<file path="config.mk">
export PLATFORM = sky130hd
export DESIGN_NAME = switch_allocator
export DESIGN_NICKNAME = d
export VERILOG_FILES = /design/src/rtl/switch_allocator.sv
export SDC_FILE = /design/constraint.sdc
export NUM_CORES = 1
export LEC_CHECK = 0
export BUFFER_PORTS_ARGS = -buffer_cell sky130_fd_sc_hd__buf_2
export CAP_MARGIN = 30
export CORE_MARGIN = 2
export CORE_UTILIZATION = 58
export CTS_CLUSTER_SIZE = 16
export DETAILED_ROUTE_END_ITERATION = 16
export GPL_ROUTABILITY_DRIVEN = 0
export HOLD_SLACK_MARGIN = 0.15
export PLACE_DENSITY = 0.82
export REMOVE_ABC_BUFFERS = 1
export SLEW_MARGIN = 20
export SYNTH_ARGS = -nofsm -noshare
export SYNTH_HDL_FRONTEND = slang
export SYNTH_SLANG_ARGS = --single-unit
export TNS_END_PERCENT = 1
</file>
<file path="constraint.sdc">
create_clock -name clk -period 7.35 [get_ports clk]
set_clock_uncertainty 0.2 [all_clocks]
set_input_delay 1.47 -clock clk [delete_from_list [all_inputs] [get_ports clk]]
set_output_delay 1.47 -clock clk [all_outputs]
set_load 0.01 [all_outputs]
</file>
<file path="src/rtl/switch_allocator.sv">
// Per-router switch allocator: round-robin wormhole output arbitration
// with a per-output credit counter mirroring the downstream buffer.
module switch_allocator #(
    parameter int PORT_NUM     = 5,
    parameter int BUFFER_DEPTH = 8
) (
    input  logic                                       clk,
    input  logic                                       rst,
    input  logic [PORT_NUM-1:0]                        req_i,
    input  logic [PORT_NUM-1:0][$clog2(PORT_NUM)-1:0]  out_port_i,
    input  logic [PORT_NUM-1:0]                        head_i,
    input  logic [PORT_NUM-1:0]                        tail_i,
    input  logic [PORT_NUM-1:0]                        credit_ret_i,
    output logic [PORT_NUM-1:0]                        grant_o,
    output logic [PORT_NUM-1:0][$clog2(PORT_NUM)-1:0]  xbar_sel_o,
    output logic [PORT_NUM-1:0]                        xbar_valid_o
);

    localparam int PW = $clog2(PORT_NUM);
    localparam int CW = $clog2(BUFFER_DEPTH + 1);

    localparam logic MODE_FREE   = 1'b0;
    localparam logic MODE_LOCKED = 1'b1;

    logic [PORT_NUM-1:0]                mode;
    logic [PORT_NUM-1:0][PW-1:0]        owner;
    logic [PORT_NUM-1:0][PW-1:0]        rr_ptr;
    logic [PORT_NUM-1:0][CW-1:0]        credits;

    logic [PORT_NUM-1:0][PORT_NUM-1:0]  cand;
    logic [PORT_NUM-1:0][PW-1:0]        win;
    logic [PORT_NUM-1:0][PW-1:0]        rr_nxt;
    logic [PORT_NUM-1:0]                hit;
    logic [PORT_NUM-1:0]                gnt;
    logic [PORT_NUM-1:0]                win_tail;
    logic [PW:0]                        sum;
    logic [PW-1:0]                      idx;

    always_comb begin
        cand         = '0;
        win          = '0;
        rr_nxt       = '0;
        hit          = '0;
        gnt          = '0;
        win_tail     = '0;
        sum          = '0;
        idx          = '0;
        grant_o      = '0;
        xbar_sel_o   = '0;
        xbar_valid_o = '0;
        for (int o = 0; o < PORT_NUM; o++) begin
            for (int i = 0; i < PORT_NUM; i++) begin
                cand[o][i] = req_i[i]
                          && (out_port_i[i] == PW'(o))
                          && (i != o);
            end
            if (mode[o] == MODE_FREE) begin
                // first eligible head at or after rr_ptr, wrapping
                for (int k = 0; k < PORT_NUM; k++) begin
                    sum = {1'b0, rr_ptr[o]} + (PW+1)'(k);
                    if (sum >= (PW+1)'(PORT_NUM)) begin
                        sum = sum - (PW+1)'(PORT_NUM);
                    end
                    idx = sum[PW-1:0];
                    if (!hit[o] && cand[o][idx] && head_i[idx]) begin
                        hit[o] = 1'b1;
                        win[o] = idx;
                    end
                end
            end else begin
                win[o] = owner[o];
                hit[o] = cand[o][owner[o]];
            end
            gnt[o]      = hit[o] && (credits[o] != '0) && !rst;
            win_tail[o] = tail_i[win[o]];
            rr_nxt[o]   = (win[o] == PW'(PORT_NUM - 1)) ? '0
                                                        : win[o] + PW'(1);
            if (gnt[o]) begin
                grant_o[win[o]] = 1'b1;
                xbar_valid_o[o] = 1'b1;
                xbar_sel_o[o]   = win[o];
            end
        end
    end

    always_ff @(posedge clk) begin
        if (rst) begin
            mode    <= {PORT_NUM{MODE_FREE}};
            owner   <= '0;
            rr_ptr  <= '0;
            for (int o = 0; o < PORT_NUM; o++) begin
                credits[o] <= CW'(BUFFER_DEPTH);
            end
        end else begin
            for (int o = 0; o < PORT_NUM; o++) begin
                if (gnt[o]) begin
                    if (mode[o] == MODE_FREE) begin
                        rr_ptr[o] <= rr_nxt[o];
                        if (!win_tail[o]) begin
                            mode[o]  <= MODE_LOCKED;
                            owner[o] <= win[o];
                        end
                    end else if (win_tail[o]) begin
                        mode[o] <= MODE_FREE;
                    end
                end
                // grant and return together leave the count unchanged
                if (gnt[o] && !credit_ret_i[o]) begin
                    credits[o] <= credits[o] - CW'(1);
                end else if (!gnt[o] && credit_ret_i[o]) begin
                    if (credits[o] < CW'(BUFFER_DEPTH)) begin
                        credits[o] <= credits[o] + CW'(1);
                    end
                end
            end
        end
    end

endmodule

</file>
# Yosys cells after proc, flatten, opt, wreduce, memory -nomap -nowiden
# Index checks and enable logic that the tools add are counted.
word_totals:
  register_bits: 55
  latch_bits: 0
  mem_bits_rw: 0
  mem_bits_ro: 0
  out_inout_bits: 25
  elab_cells: 640
  memories: 0
op_classes:
  add_sub_neg: 60
  n_mul: 0
  n_div: 0
  magnitude_cmp: 70
  eq_ne: 21
  n_shift: 0
  mux: 300
  n_bitwise: 14
  reduce_logical: 155
ops:
  columns: ["op", "n"]
  rows:
  - ["two-way mux 3 bit", 90]
  - ["binary-select mux 1 bit (select 3 bit)", 60]
  - ["< comparator 3 x 4 -> 1 bit (second input constant)", 35]
  - ["two-way mux 1 bit", 125]
  - ["logical AND 1 bit", 90]
  - [">= comparator 4 x 3 -> 1 bit (second input constant)", 20]
  - ["subtractor 3 bit (second input constant)", 25]
  - ["two-way mux 4 bit", 15]
  - ["adder 3 x 2 -> 4 bit (second input constant)", 10]
  - ["zero test 1 bit", 31]
  - ["equality test 3 bit (second input constant)", 9]
  - ["two-way mux 5 bit", 5]
  - ["equality test 3 x 2 -> 1 bit (second input constant)", 8]
  - ["adder 3 x 1 -> 4 bit (second input constant)", 5]
  - ["adder 3 x 3 -> 4 bit (second input constant)", 5]
  - ["adder 4 x 1 -> 4 bit (second input constant)", 5]
  - ["< comparator 4 bit (second input constant)", 5]
  - ["OR 5 bit", 4]
  - ["AND reduction 2 bit", 10]
  - ["nonzero test 2 bit", 10]
  - ["nonzero test 4 bit", 5]
  - ["subtractor 4 x 1 -> 4 bit (second input constant)", 5]
  - ["adder 3 x 1 -> 3 bit (second input constant)", 5]
  - ["demux 1 bit (select 3 bit)", 5]
  - ["other kinds (6)", 33]

# Depth between registers and ports, before layout
# Gate-level depths: netlist of run 1.
depth:
  ltp_word: 41
  mapped_depth: 21
  ltp_nobuf: 20

# Worst setup path before layout of run 1
# OpenSTA, ideal clock, no wires.
synth_timing:
  path_kind: "in2out"
  startpoint: "in req_i[1]"
  endpoint: "out grant_o[4]"
  t_arrival_ns: 4.374
  required_ns: 5.680
  slack_ns: 1.306
  cell_stages: 11
  path_buffers: 1
  path_cell_list: "clkbuf_1 > nand4b_1 > o21ai_1 > mux4_2 > o211ai_1 > o31a_1 > nand3_1 > o311ai_0 > inv_1 > and3_1 > or4_1"
synth_between:
  elab_chain_cells: 39
  word_cells_on_any_way: 205
  classes_between: "order compare: 8; mux: 125; bitwise: 4; reduce/logical: 68"
synth_lines:
  columns: ["element", "line", "source"]
  rows:
  - ["from (decl)", "9", "input logic [PORT_NUM-1:0] req_i,"]
  - ["logical AND 1 bit", "54", "&& (out_port_i[i] == PW'(o))"]
  - ["binary-select mux 1 bit (select 3 bit)", "65", "if (!hit[o] && cand[o][idx] && head_i[idx]) begin"]
  - ["two-way mux 1 bit (implied by the code)", "65", null]
  - ["logical AND 1 bit", "65", null]
  - ["two-way mux 1 bit", "65", null]
  - ["two-way mux 1 bit", "57", "if (mode[o] == MODE_FREE) begin"]
  - ["zero test 1 bit", "65", null]
  - ["logical AND 1 bit (2 in series)", "65", null]
  - ["(+22 left out)", null, null]
  - ["OR 5 bit (no line)", null, null]
  - ["two-way mux 5 bit", "78", "if (gnt[o]) begin"]
  - ["OR 5 bit (no line)", null, null]
  - ["two-way mux 5 bit", "78", null]
  - ["OR 5 bit (no line)", null, null]
  - ["two-way mux 5 bit", "78", null]
  - ["OR 5 bit (no line)", null, null]
  - ["two-way mux 5 bit *", "78", null]
  - ["to (decl)", "14", "output logic [PORT_NUM-1:0] grant_o,"]
# Every way passes the cells marked *; elsewhere a longest branch is shown, timed or not. The select of a mux whose other input is x is not followed.

# Worst setup path in the final report of run 1
layout_timing:
  startpoint: "reg rr_ptr[4] (netlist bit)"
  endpoint: "out grant_o[3]"
layout_between:
  elab_chain_cells: 40
  word_cells_on_any_way: 88
  classes_between: "add/sub: 9; order compare: 7; mux: 52; bitwise: 4; reduce/logical: 16"
layout_lines:
  columns: ["element", "line", "source"]
  rows:
  - ["from (decl)", "27", "logic [PORT_NUM-1:0][PW-1:0] rr_ptr;"]
  - ["from (signal, indexed assignment)", "98", "rr_ptr[o] <= rr_nxt[o];"]
  - ["branches (longest 33 deep; another with adder 3 x 1 -> 4 bit)", null, null]
  - ["two-way mux 5 bit *", "78", null]
  - ["OR 5 bit (no line)", null, null]
  - ["two-way mux 5 bit *", "78", null]
  - ["OR 5 bit (no line)", null, null]
  - ["two-way mux 5 bit *", "78", null]
  - ["OR 5 bit (no line)", null, null]
  - ["two-way mux 5 bit *", "78", null]
# Every way passes the cells marked *. The select of a mux whose other input is x is not followed.

==> results of run 1 <==
-- state kept, by name, summed over array words and instances, names as in the netlist --
signal   count
rr_ptr      15
mode         5
credits     20
owner       15
-- through the flow --
step                      std cells  power (W)
after global placement         1418   0.003269
after floorplan                1160   0.002656
after CTS                      1425   0.003620
after detailed placement       1418   0.003325
after global routing           1427   0.004010
final                          1430   0.003694
-- cell type report --
| class | instances | area (um2) | share of cell area, % |
|---|---|---|---|
| clock buffer | 6 | 128.9 | 1.356 |
| sequential | 55 | 1101 | 11.59 |
| clock inverter | 1 | 30.03 | 0.3160 |
| timing repair buffer | 70 | 375.4 | 3.949 |
| antenna | 5 | 12.51 | 0.1316 |
| inverter | 94 | 352.8 | 3.712 |
| tap | 188 | 235.2 | 2.475 |
| multi-input combinational | 1011 | 7268 | 76.47 |
-- worst max-delay path: stages (launching register included) --
cell	delay [ns]
dfxtp_1	0.73
inv_1	0.27
ha_1	0.63
inv_1	0.24
a21oi_1	0.37
o21ai_0	0.19
and2_1	0.22
nor3_1	0.42
nor4b_1	0.59
a21oi_1	0.22
a21oi_1	0.38
nor2_1	0.10
nor2_1	0.26
o311ai_0	0.17
buf_2	0.17
-- routing by layer --
| metal | up-vias | track usage, % | part of all wire [%] |
|---|---|---|---|
| met5 | - | 0 | 0 |
| li1 | 4609 | - | - |
| met4 | 0 | 14.48 | 4.4 |
| met2 | 524 | 52.60 | 46 |
| met3 | 93 | 5.968 | 9.3 |
| met1 | 4558 | 41.61 | 40 |
-- synth_stat cells, drive strengths merged, types with 6 or more instances --
| library cell | n | share of area [%] |
|---|---|---|
| or3 | 18 | 1.3 |
| dfxtp | 55 | 12 |
| a32oi | 6 | 0.59 |
| a311oi | 6 | 0.59 |
| a221oi | 10 | 1.2 |
| nand3b | 7 | 0.59 |
| buf | 20 | 1.3 |
| o31ai | 15 | 1.5 |
| o22ai | 11 | 0.77 |
| clkbuf | 24 | 1.0 |
| nand3 | 35 | 2.0 |
| or2 | 9 | 0.63 |
| mux2i | 42 | 4.7 |
| fa | 10 | 2.2 |
| a31oi | 21 | 1.6 |
| and3b | 7 | 0.69 |
| o21ai | 53 | 3.0 |
| o221ai | 7 | 0.69 |
| o21a | 13 | 1.1 |
| a21o | 17 | 1.4 |
| a211oi | 26 | 2.2 |
| xnor2 | 38 | 3.7 |
| a211o | 9 | 0.88 |
| nor2 | 128 | 5.4 |
| a21boi | 6 | 0.50 |
| mux4 | 10 | 2.5 |
| nand2b | 21 | 1.5 |
| and3 | 12 | 0.84 |
| or4 | 7 | 0.63 |
| nor2b | 22 | 1.5 |
| a21oi | 83 | 4.7 |
| o211ai | 18 | 1.5 |
| ha | 67 | 9.4 |
| mux2 | 9 | 1.2 |
| nor3 | 28 | 1.6 |
| and2 | 23 | 1.6 |
| inv | 89 | 3.7 |
| nor4 | 10 | 0.77 |
| nand2 | 85 | 3.6 |
| o311ai | 8 | 0.79 |
-- kinds of logic (layout without fill, tap and decap cells) --
kind of cell	after synthesis	count (layout)
simple gates	445	445
compound gates	388	388
buf+inv	138	171
other cells	1	6
mux	61	61
flops	55	55
fa+ha+maj	77	77
xor+xnor	39	39
-- power groups by stage --
stage | combinational, W | clock, W | sequential, W
finish | 0.00293 | 0.000280 | 0.000488
detailed placement | 0.00283 | 0 | 0.000490
CTS | 0.00286 | 0.000280 | 0.000484
global placement | 0.00278 | 0 | 0.000487
floorplan | 0.00218 | 0 | 0.000480
global route | 0.00322 | 0.000291 | 0.000500
-- worst paths after layout --
path / slack (ns) / start / end
worst min-delay path: 0.30 / owner[7] / owner[7]
worst max-delay path: 0.39 / rr_ptr[4] / grant_o[3]
worst min register to register: 0.30 / owner[7] / owner[7]
worst max register to register: 1.65 / rr_ptr[4] / credits[7]
-- what timing repair did --
| item | 4_1_cts | 5_1_grt |
|---|---|---|
| hold buffers | 0 | 0 |
| setup endpoints to repair | 0 | 1 |
| resized for setup | 0 | 1 |
==> results.ini, run 1 <==
[timing]
whs_ns = 0.2997
fmax_ghz = 0.1437
worstMarginPinSlew_ns = 0.8645
fin_crit_sh_pct = 94.69
final.setup.worst_slack_ns = 0.3906
period_minus_slack_ns = 6.959
rsz0062_at_grt = no
finalHoldViolations = 0
maxSlewHeadroom_pct = 41.46
maxSlewViolCount = 0
finalSetupViolations = 0
setup-tns-final_ns = 0

[synth]
ys_seq_elements = 55
synth_area_mm2 = 0.008926
ys.flop_type = dfxtp_1
synth_xor_xnor_area_share_pct = 3.827
synth_top_family_by_area = compound AO/OA/AOI/OAI gates
synth_compound_area_share_pct = 31.71
syn_avg_cell_area_um2 = 7.414
ys_seq_area_share_pct = 12.34
synthDistinctLibCells = 103
yosys.area_share.adder_pct = 11.63
ys_warn_count = 0
synthArstFlopShare_pct = 0
synth_mux_area_share_pct = 8.410
synth_edf_count = 0
synthSimpleGateAreaFrac_pct = 25.81
netlist_instances = 1204

[floorplan]
die_area_mm2 = 0.01640
fp.dieW_um = 128.1
initial_core_util_pct = 58.93
rows = 45
die_y_um = 128.1
coreArea_mm2 = 0.01515
ioPinCount = 62

[finish]
final_cell_mix = nor2_1, inv_1, nand2_1
fin_nets = 1351
layout_commonest_cell = nor2_1
fillCellCount = 1379
area_delta_synth_final_pct = 6.476
design_area_mm2 = 0.009504
final_core_util_pct = 62.75
drive_above_1_share_pct = 10.59

[clocking]
cts-root-buf = clkbuf_16
cts.sinks = 55
worstSkewPairLatency_ns = 0.32
cts_buffer_depth = 2
cts.clk_slew.worst_paths_ns = 0.07
h-tree-depth = 2
cts_tree = yes
post-cts-setup-buffers = 0
cts-buffers-inserted = 5

[critical_path]
crit_path_end_kind = output pin
cp_max_fo = 13
start_kind = flop
r2r_cells = 18
crit_required_ns = 5.68
arrival_ns = 5.29
criticalPathCategory = flop to output pin

[drt]
ant_nets = 0
drc = 0
wirelength_um = 26980
vias = 9784
drt_iter0_drc = 1164
vias_per_cell = 6.842
wl_per_cell_um = 18.86
dr.pass1.iters = 6

[placement]
port_buffers = 60
pre_cts_ws_ns = 0.8071
post_dp_cell_area_mm2 = 0.009333
place_hpwl_um = 20900

[status]
status = finished, final reports clean

[grt]
gr-usage-all-layers_pct = 32.26
grt_max_degree = 29
grt_pass1_wl_um = 43180
grt_pass1_vias = 8820
antenna_found_initial = 3
grt_overflow = 0

[power_and_ir_drop]
p_per_area_mw_per_mm2 = 388.7
p_sw_share_pct = 54.71
pwr-share-comb_pct = 79.2
ir_drop_mv = 0.2218
p_int_w = 0.001673
leakage_nw = 3.833
power.switching_w = 0.002021
p_seq_share_pct = 13.2
power.share.clock_pct = 7.6

[run]
drv_cap = 0

[worst_hold_path]
hold_depth = 2
hold_class = flop to flop

Note: power is estimated with default switching activity, not from simulation.
==> run 2, diff against run 1 <==
--- a/config.mk
+++ b/config.mk
@@ -7,14 +7,14 @@
 export LEC_CHECK = 0
 export BUFFER_PORTS_ARGS = -buffer_cell sky130_fd_sc_hd__buf_2
 export CAP_MARGIN = 30
-export CORE_MARGIN = 2
-export CORE_UTILIZATION = 58
+export CORE_UTILIZATION = 60
 export CTS_CLUSTER_SIZE = 16
 export DETAILED_ROUTE_END_ITERATION = 16
 export GPL_ROUTABILITY_DRIVEN = 0
 export HOLD_SLACK_MARGIN = 0.15
-export PLACE_DENSITY = 0.82
+export PLACE_DENSITY = 0.84
 export REMOVE_ABC_BUFFERS = 1
+export SETUP_SLACK_MARGIN = 0.2
 export SLEW_MARGIN = 20
 export SYNTH_ARGS = -nofsm -noshare
 export SYNTH_HDL_FRONTEND = slang
==> run 2 against run 1 <==
  * Power is 0.22% lower
  * Sequential share of layout area hardly changed
  * Clock power is 6% lower
  * Sequential cell count stayed put
  * Sequential power is 2% higher
  * Largest cell class unchanged
  * Critical path depth stayed put
  * Largest power group unchanged
  * Combinational power hardly changed
  * Die area is 6.3% lower
  * Non-clock buffer count stayed put
==> results.ini, run 2 (same netlist as run 1, synthesis figures left out) <==
[critical_path]
cp_slowest_cell = dfxtp_1  ; unchanged
r2r_cells = 18  ; unchanged
path_depth = 14  ; unchanged
cp_num_buf_inv = 3  ; unchanged
slowest_delay_ns = 0.70  ; was 0.73 ns
cp_max_fo = 13  ; unchanged
critPathMostFrequentCell = a21oi_1  ; unchanged
path_cells = inv_1 > ha_1 > inv_1 > a21oi_1 > o21ai_0 > and2_1 > nor3_1 > nor4b_1 > a21oi_1 > a21oi_1 > nor2_1 > nor2_1 > o311ai_0 > buf_2  ; unchanged
arrival_ns = 5.14  ; was 5.29 ns
regToRegSetupSlack_ns = 1.73  ; was 1.65 ns
path_delay_family = simple AND/OR/NAND/NOR gates  ; unchanged
criticalPathCategory = flop to output pin  ; unchanged
start_kind = flop  ; unchanged
crit_required_ns = 5.68  ; about the same
reg2reg_to = credits[7]  ; unchanged
rr_startpoint = rr_ptr[4]  ; unchanged
crit_path_end_kind = output pin  ; unchanged

[drt]
dr.pass1.iters = 6  ; unchanged
vias_per_cell = 6.898  ; was 6.842
drc = 0  ; unchanged
drt_iter0_drc = 904  ; was 1,164
vias = 9816  ; was 9,784
wirelength_um = 27260  ; was 26,980 um
wl_per_cell_um = 19.16  ; was 18.86 um
ant_nets = 0  ; unchanged

[clocking]
post-cts-setup-buffers = 0  ; unchanged
cts_tree = yes  ; unchanged
h-tree-depth = 2  ; unchanged
cts-root-buf = clkbuf_16  ; unchanged
cts.sinks = 55  ; unchanged
cts_buffer_depth = 2  ; unchanged
cts_hold_buf = 0  ; unchanged
worstSkewPairLatency_ns = 0.32  ; about the same
cts-buffers-inserted = 5  ; unchanged
cts.clk_slew.worst_paths_ns = 0.08  ; was 0.07 ns

[finish]
drive_above_1_share_pct = 10.82  ; was 10.59%
final_cell_mix = nor2_1, inv_1, nand2_1  ; unchanged
regMostFlops = credits  ; unchanged
layout_commonest_cell = nor2_1  ; unchanged
largest_reg_flops = 20  ; unchanged
fin_nets = 1351  ; unchanged
top_regs = credits: 20 flops, owner: 15 flops, rr_ptr: 15 flops  ; unchanged
area_delta_synth_final_pct = 6.210  ; was 6.476%
fin_cells = 1423  ; was 1,430

[placement]
port_buffers = 60  ; unchanged
place_hpwl_um = 20920  ; was 20,900 um
dp_cells = 1414  ; was 1,418

[power_and_ir_drop]
p_int_w = 0.001638  ; was 0.001673 W
power.switching_w = 0.002048  ; was 0.002021 W
leakage_nw = 3.822  ; was 3.833 nW
p_sw_share_pct = 55.57  ; was 54.71%
p_per_area_mw_per_mm2 = 388.8  ; was 388.7 mW/mm2
pwr-share-comb_pct = 79.3  ; was 79.2%
ir_drop_mv = 0.1589  ; was 0.2218 mV
power.share.clock_pct = 7.1  ; was 7.6%
p_seq_share_pct = 13.6  ; was 13.2%

[timing]
fmax_ghz = 0.1469  ; was 0.1437 GHz
setup-tns-final_ns = 0  ; unchanged
rsz0062_at_grt = no  ; unchanged
period_minus_slack_ns = 6.805  ; was 6.959 ns
maxSlewHeadroom_pct = 46.75  ; was 41.46%
finalHoldViolations = 0  ; unchanged
finalSetupViolations = 0  ; unchanged
worstMarginPinSlew_ns = 0.7988  ; was 0.8645 ns
maxSlewViolCount = 0  ; unchanged
fin_crit_sh_pct = 92.59  ; was 94.69%

[grt]
gr-usage-all-layers_pct = 35.14  ; was 32.26%
grt_overflow = 0  ; unchanged
antenna_found_initial = 3  ; unchanged
grt_max_degree = 29  ; unchanged
grt_pass1_vias = 8737  ; was 8,820
grt_pass1_wl_um = 42620  ; was 43,180 um

[status]
status = finished, final reports clean  ; unchanged

[floorplan]
fp.dieW_um = 124.0  ; was 128.1 um
ioPinCount = 62  ; unchanged
rows = 44  ; was 45
coreArea_mm2 = 0.01453  ; was 0.01515 mm2
die_y_um = 124.0  ; was 128.1 um
initial_core_util_pct = 61.42  ; was 58.93%
die_area_mm2 = 0.01537  ; was 0.01640 mm2

[worst_hold_path]
hold_class = flop to flop  ; unchanged
hold_depth = 2  ; unchanged
worst_hold_path.endpoint = credits[2]  ; was owner[7]
hp-start = credits[2]  ; was owner[7]

[run]
drv_cap = 0  ; unchanged

## run 2: cell types whose count changed in the layout (fill, tap and decap cells not counted), sizes merged
cell,change
inv,+1
clkbuf,-1
clkinvlp,+2
diode,-4
bufinv,-1
## run 2: cell type report
type                            count  area [um2]
Antenna cell                        1       2.502
Tap cell                          184       230.2
Clock buffer                        5       125.1
Timing Repair Buffer               70       375.4
Multi-Input combinational cell   1011        7268
Fill cell                        1297        5054
Inverter                           94       352.8
Sequential cell                    55        1102
Clock inverter                      3       23.77
## run 2: repair_timing
action | in CTS | in global routing
setup endpoints to repair | 0 | 2
resized for setup | 0 | 1
endpoints found under the hold margin | 0 | 0
## run 2: worst max-delay path by stage
stage,from,endpoint
6_report,rr_ptr[4],grant_o[3]
3_3_place_gp,head_i[1],grant_o[4]
5_1_grt,rr_ptr[4],grant_o[3]
4_1_cts,rr_ptr[6],grant_o[4]
2_1_floorplan,rr_ptr[0],grant_o[3]
3_5_place_dp,rr_ptr[6],grant_o[4]
## run 2: power groups by stage
stage	Clock (W)	Sequential, W	Combinational (W)
2_1_floorplan	0	0.000480	0.00218
3_3_place_gp	0	0.000499	0.00276
3_5_place_dp	0	0.000503	0.00282
4_1_cts	0.000261	0.000496	0.00285
5_1_grt	0.000271	0.000515	0.00320
6_report	0.000263	0.000499	0.00292
## run 2: worst register-to-register path: stages (launching register included)
cell and delay (ns):
dfxtp_1 0.70, ha_1 0.29, inv_1 0.06, fa_1 0.46, o21ai_0 0.26, a21boi_0 0.58, o22a_1 0.33, o2111ai_4 0.19
or2_1 0.28, o311ai_1 0.69, inv_1 0.21, ha_1 0.28, ha_1 0.28, a21o_1 0.17, a21oi_1 0.16, xnor2_1 0.14
nand2_1 0.06, o21ai_0 0.08, nand2_1 0.07
## run 2: per-stage QoR
| stage | utilization, % | total power [W] | hold WS, ns | worst slack, ns | instance area [um2] |
|---|---|---|---|---|---|
| 3_3_place_gp | 64.18 | 0.003255 | 0.2696 | 0.9706 | 9328 |
| 5_1_grt | 65.23 | 0.003989 | 0.3310 | 0.2108 | 9480 |
| 3_5_place_dp | 64.18 | 0.003322 | 0.2873 | 0.8385 | 9328 |
| 4_1_cts | 65.20 | 0.003607 | 0.2976 | 0.4739 | 9477 |
| 2_1_floorplan | - | 0.002656 | 0.2511 | 1.228 | 8722 |
| 6_report | 65.23 | 0.003686 | 0.2998 | 0.5449 | 9480 |
## run 2: routing by layer
layer | vias to the layer above | track usage [%] | wire length (um)
met5 | - | 0 | 9
met3 | 140 | 6.822 | 2721
met4 | 2 | 21.95 | 1693
met2 | 576 | 56.04 | 11980
li1 | 4601 | - | -
met1 | 4497 | 43.46 | 10860
